===== config.mk =====
export PLATFORM = sky130hd
export DESIGN_NAME = pc_redirect_unit
export DESIGN_NICKNAME = d
export VERILOG_FILES = /design/src/rtl/pc_redirect_unit.sv
export SDC_FILE = /design/constraint.sdc
export NUM_CORES = 1
export LEC_CHECK = 0
export ABC_AREA = 1
export CAP_MARGIN = 20
export CELL_PAD_IN_SITES_DETAIL_PLACEMENT = 1
export CELL_PAD_IN_SITES_GLOBAL_PLACEMENT = 2
export CORE_MARGIN = 2
export CORE_UTILIZATION = 25
export CTS_CLUSTER_SIZE = 25
export DETAILED_ROUTE_END_ITERATION = 7
export HOLD_SLACK_MARGIN = 0.06
export PLACE_DENSITY = 0.78
export SYNTH_ARGS = -nofsm -noshare
export SYNTH_HDL_FRONTEND = slang
export SYNTH_SLANG_ARGS = --single-unit

===== constraint.sdc =====
create_clock -name clk -period 3.3 [get_ports clk]
set_clock_uncertainty 0.15 [all_clocks]
set_input_delay 0.99 -clock clk [delete_from_list [all_inputs] [get_ports clk]]
set_output_delay 0.99 -clock clk [all_outputs]
set_load 0.01 [all_outputs]

===== src/rtl/pc_redirect_unit.sv =====
// pc_redirect_unit: fetch PC register with taken-branch redirect, deferred redirect latch and imem handshake
module pc_redirect_unit #(
    parameter logic [63:0] RESET_PC = 64'h0
) (
    input  logic        clk,
    input  logic        reset_n,
    input  logic        stall,
    input  logic        imem_ready,
    input  logic        br_valid,
    input  logic [1:0]  br_kind,
    input  logic [63:0] br_pc,
    input  logic [63:0] br_offset,
    input  logic [63:0] br_reg_target,
    input  logic        zero_flag,
    input  logic        cond_met,
    output logic [63:0] pc,
    output logic [63:0] pc_plus4,
    output logic        imem_req,
    output logic        flush,
    output logic        misalign
);
    typedef enum logic [1:0] {BOOT, FETCH, WAIT} state_t;
    state_t      state;
    logic        pending;
    logic [63:0] pend_target;
    logic [63:0] target;
    logic        advance;
    logic        taken;
    logic        capture;
    always_comb begin
        advance = state != BOOT && imem_ready && !stall;
        taken   = br_valid && (br_kind == 2'b00 || br_kind == 2'b11 ||
                  (br_kind == 2'b01 && zero_flag) || (br_kind == 2'b10 && cond_met));
        capture = taken && !pending;
        target  = br_kind == 2'b11 ? {br_reg_target[63:2], 2'b00} : br_pc + {br_offset[61:0], 2'b00};
    end
    assign pc_plus4 = pc + 64'd4;
    assign imem_req = state != BOOT;
    always_ff @(posedge clk) begin
        if (!reset_n) begin
            state       <= BOOT;
            pc          <= RESET_PC;
            pending     <= 1'b0;
            pend_target <= 64'h0;
            flush       <= 1'b0;
            misalign    <= 1'b0;
        end else begin
            state    <= (state == BOOT || imem_ready) ? FETCH : WAIT;
            flush    <= advance && (pending || capture);
            misalign <= capture && br_kind == 2'b11 && |br_reg_target[1:0];
            if (advance) begin
                pc      <= pending ? pend_target : capture ? target : pc_plus4;
                pending <= 1'b0;
            end else if (capture) begin
                pending     <= 1'b1;
                pend_target <= target;
            end
        end
    end
endmodule


==> results of run 1 <==
[kinds of logic (layout without fill, tap and decap cells)]
family / after synthesis / in the layout
other: 0 / 3
buffers and inverters: 543 / 1345
xor gates and xnor gates: 74 / 74
adders and majority gates: 66 / 66
AOI/OAI and AO/OA: 365 / 365
and+or+nand+nor: 1404 / 1404
DFF: 133 / 133
[final timing paths]
check | cells past startpoint | endpoint | startpoint
worst min register to register | 2 | pend_target[4] | pend_target[4]
worst min-delay path | 2 | pend_target[4] | pend_target[4]
worst max register to register | 13 | pc[44] | pc[23]
worst max-delay path | 10 | pc_plus4[59] | pc[23]
[cell usage in the layout, fill, tap and decap left out, drive strengths merged, types with 2 or more instances in the layout]
cell type	count
nand2	894
buf	555
inv	468
clkdlybuf4s50	273
nor2	227
a21oi	185
nand3	157
o21ai	146
dfxtp	133
ha	65
nor3	48
xor2	40
or2	35
xnor2	34
clkbuf	32
nand4	25
a31oi	11
nand3b	10
dlygate4sd2	8
o21bai	6
a221oi	6
a22oi	5
and2	4
diode	3
o211ai	3
bufinv	3
nor3b	2
clkinvlp	2
clkdlybuf4s15	2
nor4	2
clkinv	2
[area by class of cell]
cell class	count	area share
antenna	3	0.000311
multi-input combinational	1909	0.450
tap	748	0.0387
inverter	468	0.0731
sequential	133	0.115
clock inverter	7	0.00492
clock buffer	25	0.0205
timing repair buffer	845	0.298
[report_power, final]
part | total, mW | leakage [nW] | internal [mW] | switching, mW
Sequential | 1.84 | 1.12 | 1.73 | 0.105
Clock | 2.02 | 0.294 | 1.27 | 0.752
Combinational | 3.09 | 11.1 | 1.35 | 1.74
[per-layer routing]
metal  up-vias  track usage
met5         -            0
met4         0       0.0640
met3        77       0.0143
met2       370        0.464
met1      9311        0.350
li1       9571            -
[metrics by stage]
stage | std cells | TNS [ns] | util | setup WS [ns]
finish | 4138 | -0.0806 | 0.437 | -0.0344
global route | 4138 | -1.74 | 0.437 | -0.138
CTS | 4110 | -0.515 | 0.419 | -0.113
detailed placement | 4020 | -42.92 | 0.386 | -0.540
global placement | 4020 | -37.99 | 0.386 | -0.485
floorplan | 2585 | 0 | - | 0.270
[critical path, stage by stage, from the launching register on]
cell and delay [ns]:
sky130_fd_sc_hd__dfxtp_4 0.39, sky130_fd_sc_hd__buf_4 0.15, sky130_fd_sc_hd__inv_2 0.06, sky130_fd_sc_hd__nor3_4 0.22, sky130_fd_sc_hd__nand2_2 0.12, sky130_fd_sc_hd__nor2_4 0.14
sky130_fd_sc_hd__nand2_2 0.09, sky130_fd_sc_hd__buf_12 0.14, sky130_fd_sc_hd__nor2_4 0.13, sky130_fd_sc_hd__xor2_2 0.16, sky130_fd_sc_hd__buf_2 0.16
[flip-flops by register name, indices dropped and copies added, names as in the netlist]
signal,flops
flush,1
pend_target,64
misalign,1
state,2
pending,1
pc,64
[repair_timing]
action                     CTS  global route
gates resized for setup    399           247
pin swaps                   89            83
setup endpoints to repair   65           143
buffers inserted            59            26
==> results_tabular.tex, run 1 <==
\begin{tabular}{lr}
\hline
Metric & Value \\
\hline
\multicolumn{2}{l}{\textbf{Timing}} \\
Final Critical Period & between 3 and 4 ns \\
Maximum clock rate & 300 MHz \\
Number of endpoints with negative hold slack in the final report & 0 \\
Unrepaired setup endpoints after global routing & yes \\
Final Setup Violations & 5 \\
Setup slack of the critical path after layout & -0.0344 ns \\
Worst hold slack & approximately 0.32 ns \\
Final clock period utilization by the worst path & 1.01 \\
Fin. max-slew vios & 0 \\
Worst-Margin Slew & approximately 0.70 ns \\
Max-slew headroom & 0.530 \\
\multicolumn{2}{l}{\textbf{Drt}} \\
Post-DRT Antenna Nets & 0 \\
Iter 0 DRT Violations & 840 \\
Routed length on met1 & about 36 mm \\
Highest metal used & met4 \\
Met3 Routed Length & about 2.1 mm \\
Via density per instance & $\sim$4.7 \\
Detailed Routing Iterations Pass 1 & 4 \\
Met2 wire length & about 38 mm \\
Avg WL per Cell & 18.9 µm \\
Via count & between 15000 and 20000 \\
Remaining DRCs & 0 \\
WL final & between 70 and 80 mm \\
\multicolumn{2}{l}{\textbf{Clock tree}} \\
H-Tree Depth & 4 \\
CTS buffer count & 17 \\
Max clock buf depth & 2 \\
Hold-fix buffers, CTS & 0 \\
Cell at the root of the clock tree & sky130\_fd\_sc\_hd\_\_clkbuf\_16 \\
TritonCTS clock tree & done \\
Number of sinks on the clock net & approximately 130 \\
Clock latency at the later pin of the worst-skew pair & roughly 0.44 ns \\
Worst-path clk slew & about 0.06 ns \\
\multicolumn{2}{l}{\textbf{Yosys}} \\
Summed instance area of the synthesized netlist & 14000 µm² \\
Proportion of synthesized area in mux cells & 0 \\
Cell variety after synth & between 40 and 50 \\
Number of standard cells after synthesis & between 2000 and 3000 \\
Yosys warning count & 0 \\
Share of synthesized cell area in full adder, half adder and majority cells & 0.0593 \\
Commonest cells in the netlist & sky130\_fd\_sc\_hd\_\_nand2\_1 (890), sky130\_fd\_sc\_hd\_\_inv\_1 (459), sky130\_fd\_sc\_hd\_\_nor2\_1 (211), sky130\_fd\_sc\_hd\_\_a21oi\_1 (185), sky130\_fd\_sc\_hd\_\_nand3\_1 (155) \\
Most numerous cell in the Yosys netlist & sky130\_fd\_sc\_hd\_\_nand2\_1 \\
Compound-gate portion of the synthesized area & 0.136 \\
Top cell type's share of synthesized area & 0.238 \\
Number of register bits inferred by synthesis & between 100 and 150 \\
Post-Synthesis Net Count & roughly 2900 \\
Area leader, netlist & sky130\_fd\_sc\_hd\_\_nand2\_1 \\
Mean post-synth cell area & 5.43 µm² \\
Parity-gate share of the synthesized area counting xor and xnor cells & 0.0483 \\
Synthesized-area fraction occupied by and/or/nand/nor cells & 0.420 \\
Async set-or-reset flop fraction in the synthesized netlist & 0 \\
Number of flops mapped to enable cells by yosys & 0 \\
Ranking of synthesized cells by area & sky130\_fd\_sc\_hd\_\_nand2\_1 (24\%), sky130\_fd\_sc\_hd\_\_dfxtp\_1 (19\%), sky130\_fd\_sc\_hd\_\_inv\_1 (12\%) \\
Main combinational cell family by area after synthesis & simple AND/OR/NAND/NOR gates \\
Sequential-to-total area share from yosys stat & 0.190 \\
Leading register cell type out of synthesis & sky130\_fd\_sc\_hd\_\_dfxtp\_1 \\
\multicolumn{2}{l}{\textbf{Worst setup path}} \\
CP arrival & between 2 and 2.5 ns \\
Worst setup EP type & primary output \\
Highest fanout seen on the critical path & 3 \\
Category of the critical setup timing path & flip-flop to primary output \\
Worst-case register-to-register setup slack & approximately 0.90 ns \\
Required time of the critical path & 2.16 ns \\
Startpoint types & flip-flop \\
\multicolumn{2}{l}{\textbf{Floorplanning}} \\
Die Wd & between 200 and 250 µm \\
Floorplan die height & 241 µm \\
FP Rows & 86 \\
Die ar. & 58100 µm² \\
Count of boundary I/O pins & 332 \\
Area of the core region & roughly 55000 µm² \\
Starting density of the core & 0.254 \\
\multicolumn{2}{l}{\textbf{Power and ir drop}} \\
Worst IR Drop VDD & roughly 0.26 mV \\
Pleak & between 10 and 15 nW \\
Tot Pwr & 6.95 mW \\
Power Dens Cells & 288 nW/µm² \\
\multicolumn{2}{l}{\textbf{Global route}} \\
Vias in the first global route & between 20000 and 25000 \\
Initial antenna violation count & 1 \\
Global-route wire length before repair & between 100 and 150 mm \\
Total global-route track usage & 0.263 \\
Total overflow reported by the global router & 0 \\
Maximum number of pins on one net before global-route repair & between 60 and 70 \\
\multicolumn{2}{l}{\textbf{Hold path}} \\
Worst min-delay path class & flip-flop to flip-flop \\
\multicolumn{2}{l}{\textbf{Placed design}} \\
Instance area after placement & $\sim$21000 µm² \\
Final weighted congestion of routability-driven global placement & around 0.95 \\
Final HPWL from detailed placement & approximately 66 mm \\
\# port buffers & around 330 \\
\multicolumn{2}{l}{\textbf{Layout}} \\
Number of nets in the finished design & approximately 3600 \\
Design Area, Final & 24200 µm² \\
Footprint of the multi-input gates & 10900 µm² \\
FF+latch area & $\sim$2800 µm² \\
Fraction of layout instances using a drive strength above 1 & 0.297 \\
Area delta synth->final & 72.1\% \\
\# fillers & roughly 7300 \\
\multicolumn{2}{l}{\textbf{Run}} \\
Max-cap viol count & 0 \\
\multicolumn{2}{l}{\textbf{Status}} \\
Violations in the final reports & setup timing \\
Status & finished, violations left \\
\hline
\end{tabular}
Note: power is estimated with default switching activity, not from simulation.
==> inputs of run 2 (changes only) <==
--- a/config.mk
+++ b/config.mk
@@ -13,6 +13,7 @@
 export CORE_UTILIZATION = 25
 export CTS_CLUSTER_SIZE = 25
 export DETAILED_ROUTE_END_ITERATION = 7
+export GPL_TIMING_DRIVEN = 0
 export HOLD_SLACK_MARGIN = 0.06
 export PLACE_DENSITY = 0.78
 export SYNTH_ARGS = -nofsm -noshare
==> results_tabular.tex, run 2 (same netlist as run 1, synthesis figures left out) <==
\begin{tabular}{lr}
\hline
Metric & Value \\
\hline
\multicolumn{2}{l}{\textbf{Power and ir drop}} \\
Tot Pwr & 6.58 mW (-5.3\%) \\
Clock Power Share & 0.293 (+0.002) \\
Internal Dissipation & 3.92 mW (-10\%) \\
Pleak & 11.2 nW (-11\%) \\
Seq pwr share & 0.284 (+0.019) \\
Net switching power & 2.67 mW (+2.8\%) \\
Power Dens Cells & 296 nW/µm² (+3.0\%) \\
Worst IR Drop VDD & 0.335 mV (+29\%) \\
Switching Fraction & 0.405 (+0.0319) \\
Combinational share of power & 0.423 (-0.022) \\
\multicolumn{2}{l}{\textbf{Clock tree}} \\
Worst-path clk slew & 0.07 ns (about the same) \\
Hold-fix buffers, CTS & 0 (unchanged) \\
Number of sinks on the clock net & 133 (unchanged) \\
TritonCTS clock tree & done \\
Clock latency at the later pin of the worst-skew pair & 0.44 ns (about the same) \\
Cell at the root of the clock tree & sky130\_fd\_sc\_hd\_\_clkbuf\_16 \\
Max clock buf depth & 2 (unchanged) \\
CTS buffer count & 17 (unchanged) \\
H-Tree Depth & 4 (unchanged) \\
\multicolumn{2}{l}{\textbf{Hold path}} \\
Worst Hold Endpoint & pend\_target[4] \\
Worst hold path cell count & 2 (unchanged) \\
Worst min-delay path class & flip-flop to flip-flop \\
Source of the worst hold timing path & pend\_target[4] \\
\multicolumn{2}{l}{\textbf{Worst setup path}} \\
Most prevalent standard cell on the critical path & sky130\_fd\_sc\_hd\_\_buf\_4 \\
Cells along the critical path & ha\_4, buf\_6, buf\_4, nand3\_2, nor2\_4, buf\_4, xor2\_2, clkdlybuf4s15\_2 \\
Buf/Inv on CP & 4 (unchanged) \\
Largest stage delay on the critical path & 0.39 ns (about the same) \\
Highest fanout seen on the critical path & 4 (+1) \\
Worst-case register-to-register setup slack & 0.94 ns (+0.04 ns) \\
Critical-path top delay cell & sky130\_fd\_sc\_hd\_\_dfxtp\_4 \\
Required time of the critical path & 2.16 ns (about the same) \\
Category of the critical setup timing path & flip-flop to primary output \\
Worst setup EP type & primary output \\
CP arrival & 2.25 ns (+0.06 ns) \\
Startpoint of the most critical setup path & pc[3] \\
Startpoint types & flip-flop \\
Startpoint of the lowest-slack register-to-register path & pending \\
Length in cells of the worst reg-to-reg path & 8 (-5) \\
Capturing point of the worst reg2reg path & pc[9] \\
Cell family with the largest share of critical-path delay & buffers and inverters \\
\multicolumn{2}{l}{\textbf{Timing}} \\
Final clock period utilization by the worst path & 1.03 (+0.0160) \\
Max-slew headroom & 0.474 (-0.0565) \\
Maximum clock rate & 295 MHz (-1.6\%) \\
Final Setup Violations & 11 (+6) \\
Fin. max-slew vios & 0 (unchanged) \\
Worst-Margin Slew & 0.789 ns (+0.0848 ns) \\
Final Critical Period & 3.39 ns (+0.0528 ns) \\
Final setup TNS & -0.371 ns (-0.291 ns) \\
Number of endpoints with negative hold slack in the final report & 0 (unchanged) \\
Setup slack of the critical path after layout & -0.0872 ns (-0.0528 ns) \\
Unrepaired setup endpoints after global routing & yes \\
\multicolumn{2}{l}{\textbf{Drt}} \\
Via density per instance & 4.80 (+2.8\%) \\
Post-DRT Antenna Nets & 0 (unchanged) \\
Avg WL per Cell & 20.7 µm (+9.7\%) \\
Detailed Routing Iterations Pass 1 & 5 (+1) \\
Iter 0 DRT Violations & 1038 (+24\%) \\
Remaining DRCs & 0 (unchanged) \\
Via count & 18500 (-4.4\%) \\
WL final & 79.7 mm (+2.0\%) \\
\multicolumn{2}{l}{\textbf{Status}} \\
Status & finished, violations left \\
Violations in the final reports & setup timing \\
\multicolumn{2}{l}{\textbf{Layout}} \\
Share of the core filled with cells in the final layout & 0.402 (-0.0353) \\
Area delta synth->final & 58.2\% \\
Number of nets in the finished design & 3356 (-7.8\%) \\
Top library cells by usage in the layout, fill and taps aside & sky130\_fd\_sc\_hd\_\_nand2\_1 (799), sky130\_fd\_sc\_hd\_\_inv\_1 (445), sky130\_fd\_sc\_hd\_\_clkdlybuf4s50\_1 (272), sky130\_fd\_sc\_hd\_\_a21oi\_1 (177), sky130\_fd\_sc\_hd\_\_buf\_4 (146) \\
Most common library cell in the layout ignoring fill and taps & sky130\_fd\_sc\_hd\_\_nand2\_1 \\
Fraction of layout instances using a drive strength above 1 & 0.244 (-0.0529) \\
Finished Layout Cells & 3849 (-7.0\%) \\
Number of antenna repair diodes & 0 (-3) \\
Largest regs & pc x64, pend\_target x64, state x2 \\
\multicolumn{2}{l}{\textbf{Global route}} \\
Maximum number of pins on one net before global-route repair & 17 (-75\%) \\
Initial antenna violation count & 1 (unchanged) \\
Global-route wire length before repair & 115 mm (-1.1\%) \\
Vias in the first global route & 18800 (-6.1\%) \\
Total overflow reported by the global router & 0 (unchanged) \\
Total global-route track usage & 0.266 (+0.00322) \\
\multicolumn{2}{l}{\textbf{Floorplanning}} \\
Count of boundary I/O pins & 332 (unchanged) \\
FP Rows & 86 (unchanged) \\
Die Wd & 241 µm (unchanged) \\
Floorplan die height & 241 µm (unchanged) \\
Die ar. & 58100 µm² (unchanged) \\
Starting density of the core & 0.254 (unchanged) \\
Area of the core region & 55300 µm² (unchanged) \\
\multicolumn{2}{l}{\textbf{Placed design}} \\
Cells after DPL & 3662 (-8.9\%) \\
Post-Place Worst Slack & -0.996 ns (-0.456 ns) \\
Final HPWL from detailed placement & 65.6 mm (-0.45\%) \\
\# port buffers & 329 (unchanged) \\
Final weighted congestion of routability-driven global placement & 0.942 (-1.3\%) \\
\multicolumn{2}{l}{\textbf{Run}} \\
Max-cap viol count & 0 (unchanged) \\
\hline
\end{tabular}
## run 2: timing repair
item | CTS | global route
endpoints found under the setup margin | 150 | 162
pin swaps | 106 | 88
gates resized for setup | 533 | 271
setup buffers | 108 | 51
## run 2: power by group through the flow
stage,clock network [mW],registers [mW],logic (mW)
floorplan,0,1.87,1.31
global placement,0,1.89,2.42
detailed placement,0,1.90,2.46
CTS,1.95,1.86,2.60
global route,2.01,1.88,3.06
finish,1.93,1.87,2.79
## run 2: how the worst max path moves through the flow
| stage | end | slack, ns | depth (start not counted) |
|---|---|---|---|
| final | pc_plus4[28] | -0.09 | 8 |
| after CTS | pc_plus4[62] | -0.17 | 8 |
| after global routing | pc_plus4[63] | -0.18 | 7 |
| after floorplan | pend_target[24] | 0.27 | 13 |
| after detailed placement | pend_target[58] | -1.0 | 17 |
| after global placement | pend_target[58] | -0.92 | 17 |
## run 2: final cells by class
| type | instances | area, µm² |
|---|---|---|
| fillers | 7258 | 33100 |
| multi-input cells | 1909 | 11400 |
| repair buffers | 487 | 4380 |
| flip-flops and latches | 133 | 2830 |
| inverters | 468 | 1780 |
| well taps | 748 | 936 |
| clock buffers | 17 | 425 |
| plain buffers | 73 | 319 |
| clock inverters | 14 | 155 |
## run 2: metal layers
metal  vias up  track usage  routed length [µm]  part of all wire
met5         -            0                  13           0.00016
met4         2       0.0928                2630             0.033
met3       111       0.0232                2700             0.034
met2       473        0.473               39400              0.49
met1      8883        0.336               35000              0.44
li1       9008            -                   -                 -
## run 2: worst register-to-register path, stage by stage (launching register included)
cell and delay [ns]:
sky130_fd_sc_hd__dfxtp_1 0.29, sky130_fd_sc_hd__buf_2 0.20, sky130_fd_sc_hd__inv_1 0.12, sky130_fd_sc_hd__clkbuf_1 0.37, sky130_fd_sc_hd__nand2_1 0.23, sky130_fd_sc_hd__inv_2 0.23
sky130_fd_sc_hd__buf_2 0.39, sky130_fd_sc_hd__nand2_1 0.13, sky130_fd_sc_hd__a31oi_1 0.18
## run 2: per-stage QoR
stage	cell area [µm²]	hold slack (ns)
after floorplan	14000	0.291
after global routing	22200	0.352
final	22200	0.321
after detailed placement	18300	0.312
after global placement	18300	0.299
after CTS	21000	0.320
==> inputs of run 3 (changes only) <==
--- a/config.mk
+++ b/config.mk
@@ -5,12 +5,11 @@
 export SDC_FILE = /design/constraint.sdc
 export NUM_CORES = 1
 export LEC_CHECK = 0
-export ABC_AREA = 1
 export CAP_MARGIN = 20
 export CELL_PAD_IN_SITES_DETAIL_PLACEMENT = 1
 export CELL_PAD_IN_SITES_GLOBAL_PLACEMENT = 2
 export CORE_MARGIN = 2
-export CORE_UTILIZATION = 25
+export CORE_UTILIZATION = 26
 export CTS_CLUSTER_SIZE = 25
 export DETAILED_ROUTE_END_ITERATION = 7
 export GPL_TIMING_DRIVEN = 0
==> results_tabular.tex, run 3 <==
\begin{tabular}{lr}
\hline
Metric & Value \\
\hline
\multicolumn{2}{l}{\textbf{Status}} \\
Status & finished, violations left \\
Violations in the final reports & setup timing \\
\multicolumn{2}{l}{\textbf{Hold path}} \\
Worst Hold Endpoint & pend\_target[63] \\
Worst min-delay path class & flip-flop to flip-flop \\
Source of the worst hold timing path & pend\_target[63] \\
Worst hold path cell count & 2 (unchanged) \\
\multicolumn{2}{l}{\textbf{Drt}} \\
Detailed Routing Iterations Pass 1 & 5 (unchanged) \\
Iter 0 DRT Violations & 1310 (+26\%) \\
WL final & 77.1 mm (-3.2\%) \\
Remaining DRCs & 0 (unchanged) \\
Via density per instance & 5.81 (+21\%) \\
Post-DRT Antenna Nets & 0 (unchanged) \\
Avg WL per Cell & 27.6 µm (+33\%) \\
Via count & 16200 (-12\%) \\
\multicolumn{2}{l}{\textbf{Placed design}} \\
Post-Place Worst Slack & -1.74 ns (-0.748 ns) \\
Final weighted congestion of routability-driven global placement & 0.929 (-1.4\%) \\
\# port buffers & 328 (-0.30\%) \\
Final HPWL from detailed placement & 51.4 mm (-22\%) \\
\multicolumn{2}{l}{\textbf{Yosys}} \\
Commonest cells in the netlist & sky130\_fd\_sc\_hd\_\_nor2\_1 (185), sky130\_fd\_sc\_hd\_\_nand2\_1 (180), sky130\_fd\_sc\_hd\_\_a21oi\_1 (168), sky130\_fd\_sc\_hd\_\_o21ai\_0 (136), sky130\_fd\_sc\_hd\_\_dfxtp\_1 (133) \\
Number of register bits inferred by synthesis & 133 (unchanged) \\
Top cell type's share of synthesized area & 0.238 (+0.000489) \\
Async set-or-reset flop fraction in the synthesized netlist & 0 (unchanged) \\
Mean post-synth cell area & 7.12 µm² (+31\%) \\
Number of standard cells after synthesis & 1569 (-39\%) \\
Summed instance area of the synthesized netlist & 11200 µm² (-20\%) \\
Area leader, netlist & sky130\_fd\_sc\_hd\_\_dfxtp\_1 \\
Yosys warning count & 0 (unchanged) \\
Cell variety after synth & 73 (+78\%) \\
Number of flops mapped to enable cells by yosys & 0 (unchanged) \\
Most numerous cell in the Yosys netlist & sky130\_fd\_sc\_hd\_\_nor2\_1 \\
Leading register cell type out of synthesis & sky130\_fd\_sc\_hd\_\_dfxtp\_1 \\
Post-Synthesis Net Count & 1836 (-36\%) \\
Ranking of synthesized cells by area & sky130\_fd\_sc\_hd\_\_dfxtp\_1 (24\%), sky130\_fd\_sc\_hd\_\_a21oi\_1 (7.5\%), sky130\_fd\_sc\_hd\_\_ha\_1 (7.3\%) \\
Sequential-to-total area share from yosys stat & 0.238 (+0.0488) \\
\multicolumn{2}{l}{\textbf{Clock tree}} \\
Clock latency at the later pin of the worst-skew pair & 0.44 ns (about the same) \\
Max clock buf depth & 2 (unchanged) \\
Number of sinks on the clock net & 133 (unchanged) \\
H-Tree Depth & 4 (unchanged) \\
Cell at the root of the clock tree & sky130\_fd\_sc\_hd\_\_clkbuf\_16 \\
TritonCTS clock tree & done \\
Worst-path clk slew & 0.06 ns (about the same) \\
CTS buffer count & 17 (unchanged) \\
Hold-fix buffers, CTS & 0 (unchanged) \\
\multicolumn{2}{l}{\textbf{Power and ir drop}} \\
Clock Power Share & 0.261 (-0.032) \\
Power Dens Cells & 343 nW/µm² (+16\%) \\
Net switching power & 3.04 mW (+14\%) \\
Combinational share of power & 0.495 (+0.072) \\
Tot Pwr & 7.60 mW (+15\%) \\
Worst IR Drop VDD & 0.344 mV (+2.5\%) \\
Pleak & 9.08 nW (-19\%) \\
Switching Fraction & 0.400 (-0.00482) \\
Internal Dissipation & 4.56 mW (+16\%) \\
Seq pwr share & 0.244 (-0.040) \\
\multicolumn{2}{l}{\textbf{Timing}} \\
Number of endpoints with negative hold slack in the final report & 0 (unchanged) \\
Max-slew headroom & 0.259 (-0.215) \\
Worst-Margin Slew & 1.11 ns (+0.323 ns) \\
Setup slack of the critical path after layout & -0.637 ns (-0.550 ns) \\
Final Setup Violations & 134 (+123) \\
Final clock period utilization by the worst path & 1.19 (+0.167) \\
Maximum clock rate & 254 MHz (-14\%) \\
Fin. max-slew vios & 0 (unchanged) \\
Unrepaired setup endpoints after global routing & yes \\
Final Critical Period & 3.94 ns (+0.550 ns) \\
\multicolumn{2}{l}{\textbf{Worst setup path}} \\
Required time of the critical path & 2.16 ns (about the same) \\
Capturing point of the worst reg2reg path & pc[4] \\
Category of the critical setup timing path & flip-flop to primary output \\
CP arrival & 2.80 ns (+0.55 ns) \\
Worst-case register-to-register setup slack & 0.07 ns (-0.87 ns) \\
Highest fanout seen on the critical path & 5 (+1) \\
Startpoint of the lowest-slack register-to-register path & pending \\
Length in cells of the worst reg-to-reg path & 6 (-2) \\
Startpoint types & flip-flop \\
Worst setup EP type & primary output \\
\multicolumn{2}{l}{\textbf{Layout}} \\
Fraction of layout instances using a drive strength above 1 & 0.462 (+0.218) \\
Number of nets in the finished design & 2508 (-25\%) \\
Top library cells by usage in the layout, fill and taps aside & sky130\_fd\_sc\_hd\_\_buf\_4 (241), sky130\_fd\_sc\_hd\_\_clkdlybuf4s50\_1 (182), sky130\_fd\_sc\_hd\_\_nor2\_1 (140), sky130\_fd\_sc\_hd\_\_nand2\_1 (138), sky130\_fd\_sc\_hd\_\_buf\_6 (125) \\
Area delta synth->final & 98.7\% \\
Most common library cell in the layout ignoring fill and taps & sky130\_fd\_sc\_hd\_\_buf\_4 \\
Largest regs & pc x64, pend\_target x64, state x2 \\
\# fillers & 4792 (-34\%) \\
\multicolumn{2}{l}{\textbf{Global route}} \\
Total overflow reported by the global router & 0 (unchanged) \\
Initial antenna violation count & 5 (+4) \\
Global-route wire length before repair & 105 mm (-8.1\%) \\
Maximum number of pins on one net before global-route repair & 17 (unchanged) \\
Vias in the first global route & 16300 (-14\%) \\
Total global-route track usage & 0.318 (+0.0515) \\
\multicolumn{2}{l}{\textbf{Floorplanning}} \\
Starting density of the core & 0.265 (+0.0112) \\
Floorplan die height & 211 µm (-12\%) \\
Count of boundary I/O pins & 332 (unchanged) \\
Die ar. & 44600 µm² (-23\%) \\
Area of the core region & 42100 µm² (-24\%) \\
Die Wd & 211 µm (-12\%) \\
FP Rows & 75 (-13\%) \\
\multicolumn{2}{l}{\textbf{Run}} \\
Max-cap viol count & 0 (unchanged) \\
\hline
\end{tabular}
run 3: cell families after synthesis:
kind of cell / after synthesis / synth area share
XOR/XNOR: 115 / 0.0902
AND/OR/NAND/NOR: 551 / 0.225
buffers and inverters: 129 / 0.0441
multiplexers: 23 / 0.0209
AO/OA/AOI/OAI: 552 / 0.307
flip-flops: 133 / 0.238
adder cells (fa/ha/maj): 66 / 0.0746
run 3: final cells by class:
| type | instances | area, µm² | share of cell area |
|---|---|---|---|
| diodes | 2 | 5.00 | 0.000225 |
| plain buffers | 87 | 482 | 0.0217 |
| clock buffers | 17 | 425 | 0.0192 |
| clock inverters | 15 | 170 | 0.00767 |
| inverters | 22 | 83.8 | 0.00378 |
| multi-input cells | 1307 | 11600 | 0.524 |
| flip-flops and latches | 133 | 2750 | 0.124 |
| well taps | 539 | 674 | 0.0304 |
| repair buffers | 673 | 5970 | 0.269 |
run 3: routing by layer:
layer,vias up,share of wire,global-route usage
met4,8,0.049,0.121
met2,838,0.47,0.532
met1,8087,0.40,0.397
met5,-,0.00082,0
li1,7077,-,-
met3,227,0.083,0.0700
run 3: timing repair:
action,CTS,global route
pin swaps,212,246
hold endpoints to repair,0,0
cloned,0,0
setup endpoints to repair,187,166
setup buffers,259,110
gates resized for setup,1032,341
run 3: worst max path at each step:
| stage | cells past startpoint | startpoint | slack (ns) | end |
|---|---|---|---|---|
| floorplan | 12 | br_pc[2] | -0.32 | pc[58] |
| global placement | 8 | pc[3] | -1.76 | pc_plus4[52] |
| detailed placement | 8 | pc[2] | -1.74 | pc_plus4[52] |
| CTS | 12 | pc[2] | -0.70 | pc_plus4[59] |
| global route | 12 | pc[5] | -0.75 | pc_plus4[59] |
| finish | 8 | pc[49] | -0.64 | pc_plus4[58] |
run 3: worst max-delay path, cell delays in order (launching register included):
cell and delay, ns:
sky130_fd_sc_hd__dfxtp_2 0.44, sky130_fd_sc_hd__and3_2 0.27, sky130_fd_sc_hd__and3_2 0.29, sky130_fd_sc_hd__nand3_2 0.19, sky130_fd_sc_hd__nor2_2 0.25, sky130_fd_sc_hd__and2_2 0.32, sky130_fd_sc_hd__nand3_1 0.16, sky130_fd_sc_hd__xnor2_2 0.19
sky130_fd_sc_hd__clkdlybuf4s15_2 0.24
run 3: power by group through the flow:
stage                     clock [mW]  sequential (mW)  combinational, mW
after floorplan                    0             1.86               1.27
after global placement             0             1.87               2.37
after CTS                       1.98             1.85               3.17
final                           1.98             1.86               3.76
after global routing            2.06             1.87               3.92
after detailed placement           0             1.88               2.40
run 3: stage by stage:
stage	TNS, ns	cell area [µm²]	hold WS (ns)	instances	utilization
2_1_floorplan	-2.95	11600	0.283	1569	-
3_3_place_gp	-221.94	15500	0.288	2436	0.368
3_5_place_dp	-208.08	15500	0.297	2437	0.369
4_1_cts	-24.42	20400	0.306	2711	0.484
5_1_grt	-47.65	22200	0.324	2794	0.527
6_report	-36.36	22200	0.308	2795	0.527
